**src/rtl/uart_boot_loader.sv**
```systemverilog
// Boot loader: parses framed bytes from the RX FIFO, writes 32-bit words to RAM,
// acknowledges each frame through the TX FIFO and releases the core on an empty frame.
module uart_boot_loader #(
    parameter int unsigned ADDR_W      = 13,
    parameter logic [7:0]  SYNC_BYTE   = 8'hA5,
    parameter int unsigned TIMEOUT_CYC = 5_000_000
) (
    input  logic              clk,
    input  logic              rst_n,
    input  logic              rx_empty,
    input  logic [7:0]        rx_q,
    output logic              rx_rdreq,
    input  logic              tx_full,
    output logic              tx_wrreq,
    output logic [7:0]        tx_data,
    output logic [ADDR_W-1:0] ram_addr,
    output logic [31:0]       ram_data,
    output logic              ram_we,
    output logic              core_run,
    output logic              busy
);

    localparam int unsigned      TMO_W    = $clog2(TIMEOUT_CYC + 1);
    localparam logic [TMO_W-1:0] TMO_LAST = TMO_W'(TIMEOUT_CYC - 1);
    localparam logic [7:0]       STAT_OK  = 8'h4B;
    localparam logic [7:0]       STAT_ERR = 8'h45;
    localparam logic [7:0]       STAT_TMO = 8'h54;

    typedef enum logic [2:0] {
        ST_IDLE,
        ST_HDR,
        ST_DATA,
        ST_CSUM,
        ST_ACK
    } state_t;

    state_t            state, state_next;
    logic              started;
    logic              pending;
    logic              consume;
    logic              in_frame;
    logic              timeout;
    logic [TMO_W-1:0]  tmo_cnt;
    logic [1:0]        hdr_idx;
    logic [1:0]        byte_idx;
    logic [ADDR_W-1:0] addr;
    logic [15:0]       len;
    logic [15:0]       word_idx;
    logic [15:0]       word_idx_inc;
    logic [23:0]       word_buf;
    logic [7:0]        csum;
    logic [7:0]        status;

    assign busy = (state != ST_IDLE);

    always_ff @(posedge clk or negedge rst_n) begin
        if (!rst_n) begin
            state <= ST_IDLE;
        end else begin
            state <= state_next;
        end
    end

    always_comb begin
        state_next   = state;
        consume      = pending;
        in_frame     = (state == ST_HDR) || (state == ST_DATA) || (state == ST_CSUM);
        timeout      = in_frame && !consume && (tmo_cnt == TMO_LAST);
        word_idx_inc = word_idx + 16'd1;
        // One read outstanding at most: a request is only issued once the previous byte is consumed.
        rx_rdreq     = started && !core_run && !pending && !rx_empty && (state != ST_ACK);
        case (state)
            ST_IDLE: begin
                if (consume && (rx_q == SYNC_BYTE)) state_next = ST_HDR;
            end
            ST_HDR: begin
                if (consume) begin
                    if (hdr_idx == 2'd3) begin
                        state_next = ({rx_q, len[7:0]} == 16'd0) ? ST_CSUM : ST_DATA;
                    end
                end else if (timeout) begin
                    state_next = ST_ACK;
                end
            end
            ST_DATA: begin
                if (consume) begin
                    if ((byte_idx == 2'd3) && (word_idx_inc == len)) state_next = ST_CSUM;
                end else if (timeout) begin
                    state_next = ST_ACK;
                end
            end
            ST_CSUM: begin
                if (consume || timeout) state_next = ST_ACK;
            end
            ST_ACK: begin
                if (!tx_full) state_next = ST_IDLE;
            end
            default: state_next = ST_IDLE;
        endcase
    end

    always_ff @(posedge clk or negedge rst_n) begin
        if (!rst_n) begin
            started  <= 1'b0;
            pending  <= 1'b0;
            tmo_cnt  <= '0;
            hdr_idx  <= '0;
            byte_idx <= '0;
            addr     <= '0;
            len      <= '0;
            word_idx <= '0;
            word_buf <= '0;
            csum     <= '0;
            status   <= '0;
            ram_we   <= 1'b0;
            ram_addr <= '0;
            ram_data <= '0;
            tx_wrreq <= 1'b0;
            tx_data  <= '0;
            core_run <= 1'b0;
        end else begin
            started  <= 1'b1;
            pending  <= rx_rdreq;
            ram_we   <= 1'b0;
            tx_wrreq <= 1'b0;
            if (consume || !in_frame) begin
                tmo_cnt <= '0;
            end else begin
                tmo_cnt <= tmo_cnt + 1'b1;
            end
            case (state)
                ST_IDLE: begin
                    if (consume && (rx_q == SYNC_BYTE)) begin
                        csum    <= '0;
                        hdr_idx <= '0;
                    end
                end
                ST_HDR: begin
                    if (consume) begin
                        csum     <= csum ^ rx_q;
                        hdr_idx  <= hdr_idx + 2'd1;
                        word_idx <= '0;
                        byte_idx <= '0;
                        case (hdr_idx)
                            2'd0:    addr[7:0] <= rx_q;
                            2'd1:    addr      <= ADDR_W'({rx_q, addr[7:0]});
                            2'd2:    len[7:0]  <= rx_q;
                            default: len[15:8] <= rx_q;
                        endcase
                    end else if (timeout) begin
                        status <= STAT_TMO;
                    end
                end
                ST_DATA: begin
                    if (consume) begin
                        csum     <= csum ^ rx_q;
                        byte_idx <= byte_idx + 2'd1;
                        case (byte_idx)
                            2'd0: word_buf[7:0]   <= rx_q;
                            2'd1: word_buf[15:8]  <= rx_q;
                            2'd2: word_buf[23:16] <= rx_q;
                            default: begin
                                ram_we   <= 1'b1;
                                ram_addr <= addr + word_idx[ADDR_W-1:0];
                                ram_data <= {rx_q, word_buf};
                                word_idx <= word_idx_inc;
                            end
                        endcase
                    end else if (timeout) begin
                        status <= STAT_TMO;
                    end
                end
                ST_CSUM: begin
                    if (consume) begin
                        if (rx_q == csum) begin
                            status <= STAT_OK;
                            if (len == 16'd0) core_run <= 1'b1;
                        end else begin
                            status <= STAT_ERR;
                        end
                    end else if (timeout) begin
                        status <= STAT_TMO;
                    end
                end
                ST_ACK: begin
                    if (!tx_full) begin
                        tx_wrreq <= 1'b1;
                        tx_data  <= status;
                    end
                end
                default: ;
            endcase
        end
    end

endmodule
```
**config.mk**
```make
export PLATFORM = sky130hd
export DESIGN_NAME = uart_boot_loader
export DESIGN_NICKNAME = d
export VERILOG_FILES = /design/src/rtl/uart_boot_loader.sv
export SDC_FILE = /design/constraint.sdc
export NUM_CORES = 1
export LEC_CHECK = 0
export BUFFER_PORTS_ARGS = -buffer_cell sky130_fd_sc_hd__buf_2
export CAP_MARGIN = 25
export CORE_MARGIN = 4
export CORE_UTILIZATION = 50
export CTS_CLUSTER_DIAMETER = 120
export DETAILED_ROUTE_END_ITERATION = 8
export HOLD_SLACK_MARGIN = 0.02
export PLACE_DENSITY_LB_ADDON = 0.1
export SYNTH_ARGS = -nofsm -noshare
export SYNTH_HDL_FRONTEND = slang
export SYNTH_SLANG_ARGS = --single-unit
```
**constraint.sdc**
```tcl
create_clock -name clk -period 2.8 [get_ports clk]
set_clock_uncertainty 0.15 [all_clocks]
set_input_delay 0.14 -clock clk [delete_from_list [all_inputs] [get_ports clk]]
set_output_delay 0.14 -clock clk [all_outputs]
set_load 0.05 [all_outputs]
```
==> results.yml <==
status:
  status: "finished, final reports clean"
power:
  p_comb_frac: 0.232
  irDropWorstVdd_mv: 0.465
  p_per_area_nw_per_um2: 793
  p_sw_mw: 2.49
  p_sw_frac: 0.328
  sequentialPowerShare: 0.451
  total_leakage_power_nw: 4.49
  fin_total_pwr_mw: 7.59
  pwr-share-clk: 0.318
  intPower_mw: 5.10
clock_tree:
  cts_tree: "built"
  root_buffer: "clkbuf_16"
  cts_max_level: 4
  clockBufferDepth: 2
  cts-buffers-inserted: 17
  clk_pin_slew_ns: 0.07
  clock-sinks: 173
  worstSkewPairLatency_ns: 0.43
timing:
  finalSetupViolCount: 0
  rsz0062_at_grt: "false"
  slew_violations: 0
  fin_setup_tns_ns: 0
  tightest_slew_ns: 1.00
  holdWs_ns: 0.0518
  final_hold_viol_count: 0
  max_freq_ghz: 0.378
  finalCritPeriodShare: 0.946
  fin_crit_ns: 2.65
  relSlewSlack: 0.328
synth:
  async_flop_share: 1.00
  syn_inst: 817
  ys_types: 63
  synth-seq-cells: 173
  synth.avg_cell_area_um2: 10.1
  synth_warnings: 0
  synth_edf_count: 0
  yosysSeqAreaShare: 0.522
  synth_ff_type: "dfrtp_1"
  netlist_area_um2: 8290
  syn_nets: 853
placement:
  placed_cell_area_um2: 8880
  numPortBuffers: 69
  gp_congestion: 0.848
  place_hpwl_um: 13400
grt:
  antenna_found_initial: 0
  track_usage: 0.221
  grt_overflow_total: 0
  grt_pass1_vias: 6138
  grt_pass1_wl_um: 32200
  grt_max_degree: 68
drt:
  viasPerCell: 5.55
  num_vias: 6221
  ant_nets: 0
  drt_wl_total_um: 19400
  remaining_drc_errors: 0
  wl_per_cell_um: 17.3
  drtPass1Iterations: 5
  dr.first_iter.drc_count: 432
flow_run:
  maxCapViolCount: 0
die:
  die_h_um: 137
  die_area_um2: 18700
  ios: 70
  die_w_um: 137
  fp-row-count: 46
  core_um2: 16100
  start_util: 0.516
finish:
  drive_gt1_frac: 0.205
  layout.nets: 928
  antenna_cells: 0
  final_util: 0.596
  final_cell_area_um2: 9580
  area_growth_pct: 15.5
setup_path:
  start_kind: "register"
  critPathMaxFanout: 8
  crit_buf_inv: 1
  required_ns: 2.99
  crit_arrival_ns: 2.83
  critPathKind: "register to register"
  max_stage_delay_ns: 0.49
  critPathSlowestCell: "dfrtp_1"
  cp-end-kind: "register"
  path_cells: "ha_1 > inv_1 > fa_1 > nand2b_1 > a21oi_1 > o21ai_0 > o21ai_0 > a21oi_1 > a211oi_1"
  crit_family: "compound AO/OA/AOI/OAI gates"
min_path:
  min_path_type: "input pin to register"
-- sequential cells by signal, summed over array words and instances (netlist names), 3 cells and up --
| signal | count |
|---|---|
| word_buf | 24 |
| state | 3 |
| csum | 8 |
| tmo_cnt | 23 |
| len | 16 |
| word_idx | 16 |
| addr | 13 |
| ram_data | 32 |
| ram_addr | 13 |
| status | 8 |
| tx_data | 8 |
-- layout make-up --
cell class | count | area, µm²
inverters | 23 | 86.3
well taps | 216 | 270
flip-flops and latches | 173 | 4330
clock inverters | 14 | 170
clock buffers | 17 | 425
multi-input cells | 586 | 3740
fillers | 1357 | 6480
repair buffers | 91 | 554
-- power by group through the flow --
stage               Combinational, mW  Sequential [mW]  Clock, mW
floorplan                        1.26             3.40          0
global placement                 1.69             3.42          0
CTS                              1.77             3.41       2.46
finish                           1.76             3.42       2.41
detailed placement               1.74             3.46          0
global route                     1.97             3.48       2.58
-- kinds of logic after synthesis --
| logic type | share of synthesized area |
|---|---|
| xor gates and xnor gates | 0.0550 |
| adders and majority gates | 0.0371 |
| and+or+nand+nor | 0.180 |
| muxes | 0.0853 |
| AOI/OAI and AO/OA | 0.0928 |
| DFF | 0.522 |
| other | 0.000452 |
| buffers and inverters | 0.0272 |
-- worst min-delay path, delay by kind of cell --
kind	cells	cell delay, ns
buf+inv	2	0.33
simple gates	2	0.12
-- synth_stat cells, types with 13 or more instances --
master	count	area [µm²]
nor2_1	64	240
clkbuf_1	25	93.8
dfrtp_1	173	4330
a21oi_1	13	65.1
nand2_1	155	582
o21ai_0	58	290
xnor2_1	23	201
ha_1	23	288
mux2_2	61	687
nand4_1	13	81.3
xor2_1	29	254
inv_1	21	78.8
nand3_1	21	105
-- cell usage in the layout, fill, tap and decap left out, types with 4 or more instances in the layout --
| cell | Yosys | final |
|---|---|---|
| dlygate4sd3_1 | 0 | 10 |
| xnor2_1 | 23 | 23 |
| inv_6 | 0 | 6 |
| xor2_1 | 29 | 29 |
| o21bai_1 | 4 | 4 |
| a211oi_1 | 4 | 4 |
| a21oi_1 | 13 | 13 |
| buf_2 | 6 | 68 |
| a31oi_1 | 4 | 4 |
| o31ai_1 | 11 | 11 |
| nor3_1 | 9 | 9 |
| nor4_1 | 6 | 6 |
| nor2_1 | 64 | 64 |
| a22o_1 | 4 | 4 |
| mux2_2 | 61 | 61 |
| nand4_1 | 13 | 13 |
| ha_1 | 23 | 22 |
| nand2_1 | 155 | 154 |
| clkbuf_16 | 0 | 17 |
| nand2b_1 | 11 | 11 |
| inv_1 | 21 | 21 |
| and3_1 | 7 | 7 |
| o21ai_0 | 58 | 58 |
| or3_1 | 5 | 5 |
| buf_4 | 0 | 11 |
| dfrtp_1 | 173 | 173 |
| nand3_1 | 21 | 21 |
| a21o_1 | 4 | 4 |
-- final timing paths --
kind | slack [ns] | start | end | depth (start not counted)
max | 0.15 | word_idx[0]$_DFFE_PN0P_ | ram_addr[12]$_DFFE_PN0P_ | 9
min | 0.05 | rx_q[7] | ram_data[31]$_DFFE_PN0P_ | 4
max reg2reg | 0.15 | word_idx[0]$_DFFE_PN0P_ | ram_addr[12]$_DFFE_PN0P_ | 9
min reg2reg | 0.31 | word_buf[22]$_DFFE_PN0P_ | ram_data[22]$_DFFE_PN0P_ | 2
max in group asynchronous | 1.59 | rst_n | tx_data[7]$_DFFE_PN0P_ | 3
min in group asynchronous | 0.15 | rst_n | ram_addr[1]$_DFFE_PN0P_ | 2
-- what timing repair did --
action | CTS | global route
hold buffers | 10 | 0
setup buffers | 0 | 0
endpoints found under the setup margin | 0 | 1
hold endpoints to repair | 77 | 0
resized for setup | 0 | 3
-- per-layer routing --
layer  part of all wire  wire, µm  global-route usage
met5                  0         0                   0
met4              0.013       257              0.0582
met3              0.043       838              0.0423
met2               0.48      9340               0.354
met1               0.46      8960               0.311
-- per-stage QoR --
| step | worst slack, ns | instances |
|---|---|---|
| finish | 0.152 | 1120 |
| global route | 0.00235 | 1120 |
| CTS | 0.160 | 1120 |
| detailed placement | 0.162 | 1079 |
| global placement | 0.284 | 1079 |
| floorplan | 0.488 | 817 |
Note: power is estimated with default switching activity, not from simulation.
